$ cat config.mk
export PLATFORM = sky130hd
export DESIGN_NAME = glitch_sweep_sequencer
export DESIGN_NICKNAME = d
export VERILOG_FILES = /design/src/rtl/glitch_sweep_sequencer.sv
export SDC_FILE = /design/constraint.sdc
export NUM_CORES = 1
export LEC_CHECK = 0
export CORE_MARGIN = 3
export CORE_UTILIZATION = 55
export CTS_BUF_LIST = sky130_fd_sc_hd__clkbuf_2
export DETAILED_ROUTE_END_ITERATION = 8
export MAX_ROUTING_LAYER = met4
export PLACE_DENSITY_LB_ADDON = 0.08
export SYNTH_ARGS = -nofsm -noshare
export SYNTH_HDL_FRONTEND = slang
export SYNTH_SLANG_ARGS = --single-unit
$ cat constraint.sdc
create_clock -name clk_96m -period 8.5 [get_ports clk_96m]
set_input_delay 2.125 -clock clk_96m [delete_from_list [all_inputs] [get_ports clk_96m]]
set_output_delay 2.125 -clock clk_96m [all_outputs]
set_load 0.01 [all_outputs]
$ cat src/rtl/glitch_sweep_sequencer.sv
// -----------------------------------------------------------------------------
// glitch_sweep_sequencer
//   Drives the CPU-reset glitcher across repeated console boot attempts. It
//   counts synchronised POST-bit edges and opens a fixed glitch window at the
//   target transition. It then watches further POST activity to judge the
//   attempt. A failed attempt hard-resets the console and steps the
//   (cfg_start, cfg_len) sweep point.
//
// Ports
//   clk_96m     in   1   system clock, posedge only
//   rst         in   1   asynchronous active-high reset
//   enable      in   1   sequencer runs while high
//   post_bit    in   1   raw asynchronous POST bit from the console
//   glitch      out  1   glitch window request to the glitcher
//   cfg_start   out  16  glitch start tick count for the glitcher
//   cfg_len     out  3   glitch length in ticks for the glitcher
//   hard_reset  out  1   active-high console reset drive
//   busy        out  1   high outside IDLE / DONE / FAIL
//   success     out  1   sticky, high in DONE
//   fail        out  1   sticky, high in FAIL (sweep exhausted)
//   try_cnt     out  16  attempts started since leaving IDLE, saturating
// -----------------------------------------------------------------------------
module glitch_sweep_sequencer #(
   parameter int unsigned POST_TARGET   = 8,
   parameter int unsigned WIN_CYCLES    = 16384,
   parameter int unsigned SUCCESS_EDGES = 4,
   parameter int unsigned TIMEOUT       = 9600000,
   parameter int unsigned RESET_CYCLES  = 960000,
   parameter int unsigned START_MIN     = 34700,
   parameter int unsigned START_MAX     = 34740,
   parameter int unsigned START_STEP    = 1,
   parameter int unsigned LEN_MAX       = 4
) (
   input  logic        clk_96m,
   input  logic        rst,
   input  logic        enable,
   input  logic        post_bit,
   output logic        glitch,
   output logic [15:0] cfg_start,
   output logic [2:0]  cfg_len,
   output logic        hard_reset,
   output logic        busy,
   output logic        success,
   output logic        fail,
   output logic [15:0] try_cnt
);

   localparam int unsigned CNT_W    = 8;
   localparam int unsigned TMR_W    = 24;
   localparam int unsigned START_W  = 16;
   localparam int unsigned START_XW = START_W + 1;
   localparam int unsigned LEN_W    = 3;
   localparam int unsigned LEN_XW   = LEN_W + 1;
   localparam int unsigned TRY_W    = 16;

   localparam logic [CNT_W-1:0]    POST_TGT     = CNT_W'(POST_TARGET);
   localparam logic [CNT_W-1:0]    SUCC_TGT     = CNT_W'(SUCCESS_EDGES);
   localparam logic [TMR_W-1:0]    WIN_LAST     = TMR_W'(WIN_CYCLES - 1);
   localparam logic [TMR_W-1:0]    TO_LAST      = TMR_W'(TIMEOUT - 1);
   localparam logic [TMR_W-1:0]    RST_LAST     = TMR_W'(RESET_CYCLES - 1);
   localparam logic [START_W-1:0]  START_MIN_C  = START_W'(START_MIN);
   localparam logic [START_XW-1:0] START_MAX_X  = START_XW'(START_MAX);
   localparam logic [START_XW-1:0] START_STEP_X = START_XW'(START_STEP);
   localparam logic [LEN_XW-1:0]   LEN_MAX_X    = LEN_XW'(LEN_MAX);
   localparam logic [LEN_W-1:0]    LEN_MIN_C    = LEN_W'(1);

   typedef enum logic [2:0] {
      S_IDLE,
      S_WAIT_POST,
      S_ARM,
      S_OBSERVE,
      S_RESET,
      S_DONE,
      S_FAIL
   } state_e;

   state_e               state_q, state_d;
   logic [2:0]           sync_q;
   logic [CNT_W-1:0]     cnt_q, cnt_d;
   logic [TMR_W-1:0]     timer_q, timer_d;
   logic                 glitch_q, glitch_d;
   logic                 hard_reset_q, hard_reset_d;
   logic                 busy_q, busy_d;
   logic                 success_q, success_d;
   logic                 fail_q, fail_d;
   logic                 sweep_end_q, sweep_end_d;
   logic [START_W-1:0]   cfg_start_q, cfg_start_d;
   logic [LEN_W-1:0]     cfg_len_q, cfg_len_d;
   logic [TRY_W-1:0]     try_cnt_q, try_cnt_d;

   logic                 edge_c;
   logic [START_XW-1:0]  start_sum_c;
   logic [LEN_XW-1:0]    len_sum_c;
   logic                 start_wrap_c;
   logic                 len_over_c;
   logic [TRY_W-1:0]     try_inc_c;

   // Two-flop synchroniser plus a third flop for edge detection
   always_ff @(posedge clk_96m or posedge rst) begin
      if (rst) begin
         sync_q <= 3'b000;
      end else begin
         sync_q <= {sync_q[1:0], post_bit};
      end
   end

   assign edge_c = sync_q[1] ^ sync_q[2];

   // Next sweep point; the 17-bit sum makes 16-bit overflow count as a wrap
   always_comb begin
      start_sum_c  = {1'b0, cfg_start_q} + START_STEP_X;
      len_sum_c    = {1'b0, cfg_len_q} + LEN_XW'(1);
      start_wrap_c = (start_sum_c > START_MAX_X);
      len_over_c   = (len_sum_c > LEN_MAX_X);
      try_inc_c    = (try_cnt_q == '1) ? try_cnt_q : try_cnt_q + TRY_W'(1);
   end

   // State and output registers
   always_ff @(posedge clk_96m or posedge rst) begin
      if (rst) begin
         state_q      <= S_IDLE;
         cnt_q        <= '0;
         timer_q      <= '0;
         glitch_q     <= 1'b0;
         hard_reset_q <= 1'b0;
         busy_q       <= 1'b0;
         success_q    <= 1'b0;
         fail_q       <= 1'b0;
         sweep_end_q  <= 1'b0;
         cfg_start_q  <= START_MIN_C;
         cfg_len_q    <= LEN_MIN_C;
         try_cnt_q    <= '0;
      end else begin
         state_q      <= state_d;
         cnt_q        <= cnt_d;
         timer_q      <= timer_d;
         glitch_q     <= glitch_d;
         hard_reset_q <= hard_reset_d;
         busy_q       <= busy_d;
         success_q    <= success_d;
         fail_q       <= fail_d;
         sweep_end_q  <= sweep_end_d;
         cfg_start_q  <= cfg_start_d;
         cfg_len_q    <= cfg_len_d;
         try_cnt_q    <= try_cnt_d;
      end
   end

   // Next-state and registered-output logic
   always_comb begin
      state_d      = state_q;
      cnt_d        = cnt_q;
      timer_d      = timer_q;
      glitch_d     = 1'b0;
      hard_reset_d = 1'b0;
      success_d    = success_q;
      fail_d       = fail_q;
      sweep_end_d  = sweep_end_q;
      cfg_start_d  = cfg_start_q;
      cfg_len_d    = cfg_len_q;
      try_cnt_d    = try_cnt_q;

      if ((state_q != S_IDLE) && !enable) begin
         // Leaving for IDLE restores every output to its reset value
         state_d     = S_IDLE;
         cnt_d       = '0;
         timer_d     = '0;
         success_d   = 1'b0;
         fail_d      = 1'b0;
         sweep_end_d = 1'b0;
         cfg_start_d = START_MIN_C;
         cfg_len_d   = LEN_MIN_C;
         try_cnt_d   = '0;
      end else begin
         case (state_q)
            S_IDLE: begin
               if (enable) begin
                  state_d     = S_WAIT_POST;
                  cnt_d       = '0;
                  timer_d     = '0;
                  sweep_end_d = 1'b0;
                  cfg_start_d = START_MIN_C;
                  cfg_len_d   = LEN_MIN_C;
                  try_cnt_d   = try_inc_c;
               end
            end

            S_WAIT_POST: begin
               if (cnt_q >= POST_TGT) begin
                  state_d  = S_ARM;
                  glitch_d = 1'b1;
                  timer_d  = '0;
               end else begin
                  cnt_d = cnt_q + CNT_W'(edge_c);
               end
            end

            S_ARM: begin
               if (timer_q == WIN_LAST) begin
                  state_d = S_OBSERVE;
                  cnt_d   = '0;
                  timer_d = '0;
               end else begin
                  timer_d  = timer_q + TMR_W'(1);
                  glitch_d = 1'b1;
               end
            end

            // Edge count is checked before the timeout so a tie is a success
            S_OBSERVE: begin
               if (cnt_q >= SUCC_TGT) begin
                  state_d   = S_DONE;
                  success_d = 1'b1;
               end else if (timer_q == TO_LAST) begin
                  state_d      = S_RESET;
                  hard_reset_d = 1'b1;
                  timer_d      = '0;
                  if (start_wrap_c) begin
                     if (len_over_c) begin
                        sweep_end_d = 1'b1;
                     end else begin
                        cfg_start_d = START_MIN_C;
                        cfg_len_d   = len_sum_c[LEN_W-1:0];
                     end
                  end else begin
                     cfg_start_d = start_sum_c[START_W-1:0];
                  end
               end else begin
                  timer_d = timer_q + TMR_W'(1);
                  cnt_d   = cnt_q + CNT_W'(edge_c);
               end
            end

            S_RESET: begin
               if (timer_q == RST_LAST) begin
                  timer_d = '0;
                  cnt_d   = '0;
                  if (sweep_end_q) begin
                     state_d = S_FAIL;
                     fail_d  = 1'b1;
                  end else begin
                     state_d   = S_WAIT_POST;
                     try_cnt_d = try_inc_c;
                  end
               end else begin
                  timer_d      = timer_q + TMR_W'(1);
                  hard_reset_d = 1'b1;
               end
            end

            S_DONE: begin
               state_d = S_DONE;
            end

            S_FAIL: begin
               state_d = S_FAIL;
            end

            default: begin
               state_d = S_IDLE;
            end
         endcase
      end

      busy_d = (state_d == S_WAIT_POST) || (state_d == S_ARM) ||
               (state_d == S_OBSERVE)   || (state_d == S_RESET);
   end

   assign glitch     = glitch_q;
   assign hard_reset = hard_reset_q;
   assign busy       = busy_q;
   assign success    = success_q;
   assign fail       = fail_q;
   assign cfg_start  = cfg_start_q;
   assign cfg_len    = cfg_len_q;
   assign try_cnt    = try_cnt_q;

endmodule

Yosys cells after proc, flatten, opt, wreduce, memory -nomap -nowiden
Cells that the tools add are included.
{"block": "totals", "out_inout_bits": 40, "regBits": 79, "wordCells": 141, "inputBits": 4}
{"block": "op_classes", "order_cmp": 4, "n_eq_ne": 27, "n_addsub": 5, "bitwise": 1, "mux": 68, "reduce_logical": 23}
{"cell": "$mux W16", "count": 11}
{"cell": "$mux W24", "count": 7}
{"cell": "$pmux W24 S5", "count": 1}
{"cell": "$pmux W16 S2", "count": 2}
{"cell": "$mux W8", "count": 7}
{"cell": "$mux W3", "count": 14}
{"cell": "$pmux W8 S5", "count": 1}
{"cell": "$ne A3 B3 Y1 const B", "count": 12}
{"cell": "$add A24 B1 Y24 const B", "count": 1}
{"cell": "$eq A24 B14 Y1 const B", "count": 1}
{"cell": "$eq A24 B20 Y1 const B", "count": 1}
{"cell": "$eq A24 B24 Y1 const B", "count": 1}
{"cell": "$pmux W3 S7", "count": 1}
{"cell": "$mux W1", "count": 20}
{"cell": "$add A16 B1 Y17 const B", "count": 1}
{"cell": "$gt A17 B16 Y1 const B", "count": 1}
{"cell": "$add A16 B1 Y16 const B", "count": 1}
{"cell": "$eq A16 B16 Y1 const B", "count": 1}
{"cell": "$eq A3 B2 Y1 const B", "count": 4}
{"cell": "$eq A3 B3 Y1 const B", "count": 4}
{"cell": "$reduce_and A6 Y1", "count": 2}
{"cell": "$reduce_bool A2 Y1", "count": 5}
{"cell": "$reduce_bool A3 Y1", "count": 3}
{"cell": "$add A8 B1 Y8", "count": 1}
{"cell": "other kinds (19)", "count": 25}

Depth between registers and ports, before layout
{"block": "depth", "depth_word": 9, "mapped_depth": 12, "ltp_nobuf": 9}

Worst setup path before layout
Ideal clock, no wire load.
{"block": "synth_path", "kind": "input to register", "start": "input enable", "end": "register cfg_start_q[5] (netlist: cfg_start[5])", "required_ns": 8.375, "setup_time_ns": 0.125, "t_arrival_ns": 3.717, "path_stages": 9, "n_path_buf": 3, "path_slack_ns": 4.658, "cell_sequence": "clkbuf_1 -> nand2_1 -> o21ai_0 -> o21ba_1 -> or3_1 -> buf_2 -> buf_6 -> a31oi_1 -> o22ai_1"}
{"block": "synth_via", "elab_chain_len": 4, "word_cells_on_any_way": 9, "classes_between": "4 x eq/ne; 1 x mux; 4 x reduce/logical"}
{"item": "from (decl)", "line": "36", "rtl": "input logic enable,"}
{"item": "$logic_not A1 Y1", "line": "163", "rtl": "if ((state_q != S_IDLE) && !enable) begin"}
{"item": "$logic_and A1 B1 Y1", "line": "163"}
{"item": "$ne A4 B4 Y1 (no line) (tied with other cells)"}
{"item": "$reduce_and A5 Y1 (no line)"}
{"item": "to (signal assigned)", "line": "143", "rtl": "cfg_start_q <= cfg_start_d;"}
{"item": "to (decl)", "line": "87", "rtl": "logic [START_W-1:0] cfg_start_q, cfg_start_d;"}
Parallel ways exist; a longest one is shown, timed or not.
A chain may end at the register's enable or synchronous reset.

Worst setup path in the final report
{"block": "layout_path", "start": "input enable", "end": "register cfg_start_q[9] (netlist: cfg_start[9])"}
Same word-level chain as after synthesis.

==> impl_metrics.tcl <==
set metrics [dict create \
    synth_top_family_by_area "simple AND/OR/NAND/NOR gates" \
    final_area_mm2 0.005375 \
    root_buffer "clkbuf_2" \
    cts.repair.resized 0 \
    synth_cell_types 67 \
    critPathKind "in2reg" \
    cts_buffer_depth 2 \
    skew_ns 0.03088 \
    ys_ff_latch 79 \
    io_buffer_count 43 \
    drc 0 \
    diodes 0 \
    grt_pass1_wl_um 19570 \
    power_leakage_uw 0.002183 \
    vias_per_cell 6.325 \
    crit_arrival_ns 4.81 \
    initial_core_util 0.5720 \
    dieArea_mm2 0.009782 \
    ir_worst_vdd_uv 93.78 \
    wl_met2_um 5379 \
    cp-end-kind "register" \
    synth.net_count 574 \
    power_density_mw_per_mm2 160.7 \
    reg2reg_from "cfg_start[0]" \
    synth_top_area_share 0.3743 \
    synthSimpleGateAreaFrac 0.2957 \
    startpoint "enable" \
    gp_congestion 0.9021 \
    met1_length_um 5126 \
    synth_area_mm2 0.004747 \
    hpwlAfterDp_um 7752 \
    cts-hold-fix-buffers 0 \
    cp_slowest_cell "clkdlybuf4s50_1" \
    async_flop_share 1.000 \
    fmax_mhz 231.0 \
    cts_tree "built" \
    tightest_slew_ns 1.339 \
    holdCritPathClass "reg2reg" \
    slowest_delay_ns 0.85 \
    clk_latency_ns 0.51 \
    fp.dieH_um 98.91 \
    drt_wl_total_um 11280 \
    wl_met3_um 637 \
    ys_warn_count 0 \
    row_count 33 \
    drv_slew 0 \
    required_ns 8.98 \
    core-area_mm2 0.008299 \
    stdcell_count 701 \
    fin_nets 603 \
    synth_cells 563 \
    grt_usage 0.2447 \
    path_cells "clkdlybuf4s50_1 > nand2_1 > nor2_1 > buf_4 > nand2_1 > a2111oi_0 > or3_1 > a31oi_1 > o22a_1" \
    overflow 0 \
    fillers 723 \
    ys_seq_area_frac 0.4186 \
    fin_setup_tns_ns 0 \
    ios 44 \
    cts_setup_buffers 0 \
    rsz0062_at_grt "no" \
    synth.area.top_cells "dfrtp_1 (37%), nand2_1 (5.6%), o21ai_0 (5.1%), dfstp_2 (4.4%), nor2_1 (4.2%)" \
    crit_top_cell "nand2_1" \
    placed_cells 686 \
    maxCapViolations 0 \
    chipWidth_um 98.91 \
    synth-main-ff-cell "dfrtp_1" \
    grt_max_degree 80 \
    ant_nets 0 \
    outcome "completed" \
    drtIter0Drc 320 \
    hp-start "sync_q[0]" \
    final-setup-viol-count 0 \
    synthAdderAreaFrac 0.01845 \
    synthXorXnorAreaFrac 0.02768 \
    min_period_over_period 0.5093 \
    grt_antenna_before_repair 0 \
    fin_crit_ns 4.329 \
    path_max_fanout 22 \
    dp_slack_ns 3.677 \
    routedWlPerCell_um 16.09 \
    post_dp_cell_area_mm2 0.005220 \
    cts.sinks 79 \
    relSlewSlack 0.1040 \
    synthMuxAreaShare 0.004217 \
    fin_ws_ns 4.171 \
    hold_viol 0 \
    vias 4434 \
    htreeDepth 3 \
    avgSynthCellArea_um2 8.432 \
    synth.largest_area_cell "dfrtp_1" \
    grt_pass1_vias 4202 \
    drive_gt1_frac 0.06376 \
    area_delta_synth_final_pct 13.23 \
    firstDrtPassIters 4 \
    cp-start-kind "input pin" \
    highest_layer "met4" \
    cts_buffers 9 \
    synth_edf_count 0 \
    clk_pin_slew_ns 0.23 \
    synth_compound_area_frac 0.1998 \
]
## cell usage after synthesis (3+ instances only)
| cell type | instances |
|---|---|
| ha_1 | 7 |
| o21a_1 | 6 |
| o22ai_1 | 6 |
| o21ai_0 | 48 |
| clkbuf_1 | 22 |
| nor4b_1 | 5 |
| and3_1 | 21 |
| nor3_1 | 19 |
| buf_2 | 6 |
| o31ai_1 | 14 |
| nor2_1 | 53 |
| a41oi_1 | 7 |
| a31oi_1 | 12 |
| and2_1 | 5 |
| inv_1 | 9 |
| nor4_1 | 7 |
| a21o_1 | 3 |
| xor2_1 | 13 |
| or3_1 | 7 |
| a21oi_1 | 20 |
| nand2b_1 | 8 |
| and4_1 | 7 |
| dfrtp_1 | 71 |
| nand4_1 | 21 |
| dfstp_2 | 8 |
| nand2_1 | 71 |
| or4_1 | 3 |
| o21ai_1 | 6 |
| nand3_1 | 28 |
## sequential cells by signal (all words and copies together) (netlist names)
register     cells
hard_reset       1
cfg_len          3
sweep_end_q      1
success          1
state_q          3
busy             1
fail             1
glitch           1
cnt_q            8
timer_q         24
sync_q           3
cfg_start       16
try_cnt         16
## critical path, delay by kind of cell
family / cells / cell delay, ns
buf+inv: 2 / 1.11
simple gates: 4 / 0.91
compound gates: 3 / 0.64
## routing by layer
layer	vias up	GRT usage
met4	0	0.08403
met1	2111	0.3230
met5	-	-
li1	2147	-
met3	18	0.03397
met2	158	0.3884
## path summary, 6_finish.rpt
kind	endpoint	slack [ns]	cells after the start
min in group asynchronous	cfg_start[5]	2.21	3
min reg2reg	sync_q[1]	0.38	0
max in group asynchronous	timer_q[10]	5.64	3
min	sync_q[1]	0.38	0
max reg2reg	cfg_start[9]	4.85	9
max	cfg_start[9]	4.17	9
## where the power goes
group | switching [uW] | total (uW) | internal (uW) | leakage (uW)
sequential | 22.6 | 412 | 390 | 0.00106
combinational | 118 | 191 | 73.1 | 0.00104
clock | 136 | 260 | 124 | 0.0000840
total | 277 | 864 | 587 | 0.00218
## cell type report
| cell class | instances | area, um^2 | share of cell area |
|---|---|---|---|
| Clock inverter | 6 | 110.1 | 0.02048 |
| Inverter | 11 | 42.54 | 0.007914 |
| Tap cell | 105 | 131.4 | 0.02444 |
| Timing Repair Buffer | 48 | 467.9 | 0.08706 |
| Sequential cell | 79 | 1987 | 0.3696 |
| Multi-Input combinational cell | 443 | 2591 | 0.4821 |
| Clock buffer | 9 | 45.04 | 0.008380 |
## layout by cell type, fill, tap and decap left out, types with 7 or more instances in the layout
cell	Yosys	routed
o21ai_0	48	48
nor4_1	7	7
inv_1	9	8
and3_1	21	21
dfstp_2	8	8
a41oi_1	7	7
nor2_1	53	53
a31oi_1	12	12
nand2b_1	8	8
xor2_1	13	13
o31ai_1	14	14
clkbuf_2	0	9
and4_1	7	7
ha_1	7	7
dfrtp_1	71	71
clkdlybuf4s50_1	0	43
nor3_1	19	19
nand4_1	21	21
a21oi_1	20	20
or3_1	7	7
nand2_1	71	71
nand3_1	28	28
## cells by family after synthesis
family	Yosys count
buffers and inverters	41
xor gates and xnor gates	15
AOI/OAI and AO/OA	148
DFF	79
and+or+nand+nor	271
muxes	2
adders and majority gates	7
## per-stage QoR
step                      hold slack, ns  utilization  total power [uW]
after global placement            0.3329       0.6290             602.5
after CTS                         0.3799       0.6477             867.5
after detailed placement          0.3373       0.6290             608.0
after global routing              0.4027       0.6477             912.7
after floorplan                   0.3312            -             556.5
final                             0.3768       0.6477             863.9
Power figures use the tool's default switching activity.
